[config.mk]
export PLATFORM = sky130hd
export DESIGN_NAME = pipe_stage_chain
export DESIGN_NICKNAME = d
export VERILOG_FILES = /design/src/rtl/pipe_stage_chain.sv
export SDC_FILE = /design/constraint.sdc
export NUM_CORES = 1
export LEC_CHECK = 0
export BUFFER_PORTS_ARGS = -buffer_cell sky130_fd_sc_hd__buf_2
export CORE_AREA = 4 4 69 58
export CTS_CLUSTER_DIAMETER = 120
export CTS_CLUSTER_SIZE = 10
export DETAILED_ROUTE_END_ITERATION = 10
export DIE_AREA = 0 0 73 62
export GPL_ROUTABILITY_DRIVEN = 0
export GPL_TIMING_DRIVEN = 0
export PLACE_DENSITY = 0.81
export RECOVER_POWER = 50
export SYNTH_ARGS = -nofsm -noshare
export SYNTH_HDL_FRONTEND = slang
export SYNTH_SLANG_ARGS = --single-unit
export TNS_END_PERCENT = 5
[constraint.sdc]
create_clock -name clk -period 3.2 [get_ports clk]
set_input_delay 0.8 -clock clk [delete_from_list [all_inputs] [get_ports clk]]
set_output_delay 0.8 -clock clk [all_outputs]
set_load 0.1 [all_outputs]
[src/rtl/pipe_stage_chain.sv]
// rtl/pipe_stage_chain.sv - elastic valid/ready register chain with hold and flush
// PIPE_SKID_EN adds a 2-entry skid FIFO behind the last stage to break the out_ready -> in_ready path.
module pipe_stage_chain #(
  parameter int DATA_W = 32,
  parameter int DEPTH  = 1,
  parameter int CNT_W  = 4
) (
  input  logic              clk,
  input  logic              reset,
  input  logic              in_valid,
  output logic              in_ready,
  input  logic [DATA_W-1:0] in_data,
  output logic              out_valid,
  input  logic              out_ready,
  output logic [DATA_W-1:0] out_data,
  input  logic              hold,
  input  logic              flush,
  output logic [CNT_W-1:0]  occupancy
);
  localparam int LAST = DEPTH - 1;

  logic [DEPTH-1:0]  v;
  logic [DATA_W-1:0] d   [DEPTH];
  logic [DATA_W-1:0] src [DEPTH];
  logic [DEPTH-1:0]  adv;
  logic [DEPTH-1:0]  load;
  logic              run;
  logic              sink_ok;
  logic              in_ok;
  logic              in_fire;
  logic              out_fire;

  assign run = !hold && !flush;

`ifdef PIPE_SKID_EN
  logic [DATA_W-1:0] sk_mem [2];
  logic              sk_wp;
  logic              sk_rp;
  logic [1:0]        sk_cnt;

  // Only the registered skid count gates the last stage, so out_ready never reaches in_ready.
  assign sink_ok   = run && (sk_cnt != 2'd2);
  assign out_valid = run && (sk_cnt != 2'd0);
  assign out_data  = sk_mem[sk_rp];
`else
  assign sink_ok   = run && out_ready;
  assign out_valid = run && v[LAST];
  assign out_data  = d[LAST];
`endif

  assign out_fire = out_valid && out_ready;
  assign in_ready = in_ok;
  assign in_fire  = in_valid && in_ok;

  // Walk from the output back to the input: a stage may advance if its sink is free or leaving.
  always_comb begin
    logic nxt;
    logic a;
    adv = '0;
    nxt = sink_ok;
    for (int k = LAST; k >= 0; k--) begin
      a      = v[k] & nxt;
      adv[k] = a;
      nxt    = run & (!v[k] | a);
    end
    in_ok = nxt;
  end

  always_comb begin
    load    = '0;
    load[0] = in_fire;
    src[0]  = in_data;
    for (int k = 1; k < DEPTH; k++) begin
      load[k] = adv[k-1];
      src[k]  = d[k-1];
    end
  end

  always_ff @(posedge clk) begin
    if (reset) begin
      v <= '0;
      for (int k = 0; k < DEPTH; k++) d[k] <= '0;
    end else if (flush) begin
      v <= '0;
    end else begin
      for (int k = 0; k < DEPTH; k++) begin
        v[k] <= load[k] | (v[k] & !adv[k]);
        if (load[k]) d[k] <= src[k];
      end
    end
  end

`ifdef PIPE_SKID_EN
  always_ff @(posedge clk) begin
    if (reset) begin
      sk_cnt    <= 2'd0;
      sk_wp     <= 1'b0;
      sk_rp     <= 1'b0;
      sk_mem[0] <= '0;
      sk_mem[1] <= '0;
    end else if (flush) begin
      sk_cnt <= 2'd0;
      sk_wp  <= 1'b0;
      sk_rp  <= 1'b0;
    end else begin
      if (adv[LAST]) begin
        sk_mem[sk_wp] <= d[LAST];
        sk_wp         <= ~sk_wp;
      end
      if (out_fire) sk_rp <= ~sk_rp;
      sk_cnt <= sk_cnt + {1'b0, adv[LAST]} - {1'b0, out_fire};
    end
  end
`endif

  always_ff @(posedge clk) begin
    if (reset || flush) occupancy <= '0;
    else                occupancy <= occupancy + CNT_W'(in_fire) - CNT_W'(out_fire);
  end
endmodule

==> impl_metrics.toml <==
[logic_synthesis]
synth_seq_cells = 37
syn_avg_cell_area_um2 = 14.8
syn_inst = 105
yosysWarnings = 0
synth_top_cell_by_area = "edfxtp_1"
synth_top_area_frac = 0.620
yosysSeqAreaShare = 0.685
synth.area.top_cells = "edfxtp_1 (62%), and2_1 (8.1%), and2_2 (7.3%), dfxtp_1 (6.5%), ha_1 (3.2%)"
synth.distinct_cells = 21
syn_nets = 148
synth_area_um2 = 1550

[critical_path]
critPathCaptureType = "primary output"
cpPeakStageDelay_ns = 0.42
crit_path_start_kind = "input pin"
crit_slowest_cell = "buf_2"
worstPathMaxFanout = 5
path_cells = "clkbuf_1, nor2_1, and2_2, buf_2"
critPathKind = "in -> out"
cp.required_ns = 2.40
critPathArrivalTime_ns = 1.79

[cts]
tritoncts = "yes"
postCtsSetupBuffers = 0
cts.sinks = 37
htreeDepth = 2
clkLatencyLatePin_ns = 0.29
clk_pin_slew_worst_paths_ns = 0.07
cts.root.buffer_cell = "clkbuf_8"
cts_hold_buf = 0
cts_resized = 0
numCtsBuffers = 5
clk_path_buf_depth = 2

[cells_and_area]
antenna_cells = 0
final_cells = 230
layout_commonest_cell = "buf_2"
area_growth_pct = 30.3
drive_above_1_share = 0.410
fill_cells = 281
final_cell_mix = "buf_2 (52), edfxtp_1 (32), clkbuf_1 (26), and2_2 (15), and2_0 (12)"
finalNetCount = 230

[route]
drt-wirelength-per-cell_um = 14.4
drtPass1Iterations = 4
first_iter_violations = 46
drc = 0
drt.antenna.violating_nets = 0
via_per_inst = 4.73
wirelength_um = 3300
vias = 1088

[timing]
fin_worst_skew_ns = 0.00635
hold_violations = 0
fin_crit_sh = 0.809
rsz0062_at_grt = "no"
slew_headroom = 0.216
tns_ns = 0
maxSlewViolCount = 0
tightest_slew_ns = 1.18
setup_viol = 0
min_period_ns = 2.59
clock.fmax_ghz = 0.386

[die]
start_util = 0.462
die_w_um = 73
coreArea_um2 = 3350
rows = 19
dieArea_um2 = 4530
die_h_um = 62
ios = 76

[min_path]
hold_class = "reg -> reg"

[placed_design]
placed_cells = 222
portBuffers = 75
hpwlAfterDp_um = 2600

[grt]
grt_antenna_before_repair = 0
grt_pass1_wl_um = 4840
grt_max_degree = 33
grt-ovfl-total = 0
grt_pass1_vias = 1093
grt_usage = 0.147

[pwr]
ir_worst_vdd_v = 0.000285
p_per_area_nw_per_um2 = 545
p_leak_nw = 0.887

[run]
maxCapViolations = 0

[run_status]
outcome = "completed"
flip-flops by register name, indices dropped and copies added (netlist names):
signal,flops
d,32
occupancy,4
v,1
layer usage:
metal	part of all wire	routed length (µm)	global-route usage	up-vias
met1	0.37	1210	0.157	501
met3	0.11	347	0.0659	6
li1	-	-	-	523
met5	0	0	0	-
met4	0.014	47	0.0632	0
met2	0.51	1700	0.256	58
final cells by class:
cell class	instances	area, µm²	area share
Sequential cell	37	1060	0.526
Multi-Input combinational cell	60	432	0.214
Timing Repair Buffer	75	347	0.172
Clock buffer	6	82.6	0.0409
Tap cell	42	52.6	0.0260
Inverter	5	18.8	0.00930
Clock inverter	2	13.8	0.00682
Buffer	3	11.3	0.00558
final timing paths:
check / from / end / slack, ns / cells past startpoint
hold / removal: v$_SDFF_PP0_ / v$_SDFF_PP0_ / 0.55 / 2
setup / recovery: flush / out_valid / 0.61 / 4
hold reg to reg: v$_SDFF_PP0_ / v$_SDFF_PP0_ / 0.55 / 2
setup reg to reg: v$_SDFF_PP0_ / occupancy[2]$_SDFF_PP0_ / 1.25 / 9
kinds of logic (layout without fill, tap and decap cells):
kind of cell    Yosys count  count (layout)  synth area share
flops                    37              37             0.685
simple gates             49              49             0.210
xor+xnor                  2               2            0.0113
buf+inv                   8              91            0.0339
compound gates            4               4            0.0145
fa+ha+maj                 5               5            0.0452
stage by stage:
stage | util | instance area [µm²] | hold WS, ns | setup slack, ns | total power, mW
2_1_floorplan | - | 1550 | 0.505 | 0.940 | 0.734
3_3_place_gp | 0.590 | 1980 | 0.525 | 0.583 | 0.778
3_5_place_dp | 0.590 | 1980 | 0.538 | 0.485 | 0.783
4_1_cts | 0.619 | 2070 | 0.553 | 0.693 | 1.12
5_1_grt | 0.602 | 2020 | 0.588 | 0.544 | 1.15
6_report | 0.602 | 2020 | 0.554 | 0.610 | 1.10
synth_stat cells, drive strengths merged:
library cell	number
xor2	1
and3	2
edfxtp	32
dfxtp	5
nor3	3
nor2b	1
nand2b	3
and2	35
nand3	2
xnor2	1
ha	4
a21oi	3
nor2	2
buf	3
and4b	1
o21a	1
inv	5
fa	1
where the power goes:
part / switching (mW) / leakage [nW] / internal, mW
Combinational: 0.180 / 0.451 / 0.0336
Clock: 0.161 / 0.0512 / 0.174
Sequential: 0.00609 / 0.385 / 0.545
Total: 0.347 / 0.887 / 0.753
critical path: cells and delay by family:
| kind | cells | cell delay, ns |
|---|---|---|
| buffers and inverters | 2 | 0.54 |
| AND/OR/NAND/NOR | 2 | 0.45 |
Note: power is estimated with default switching activity, not from simulation.
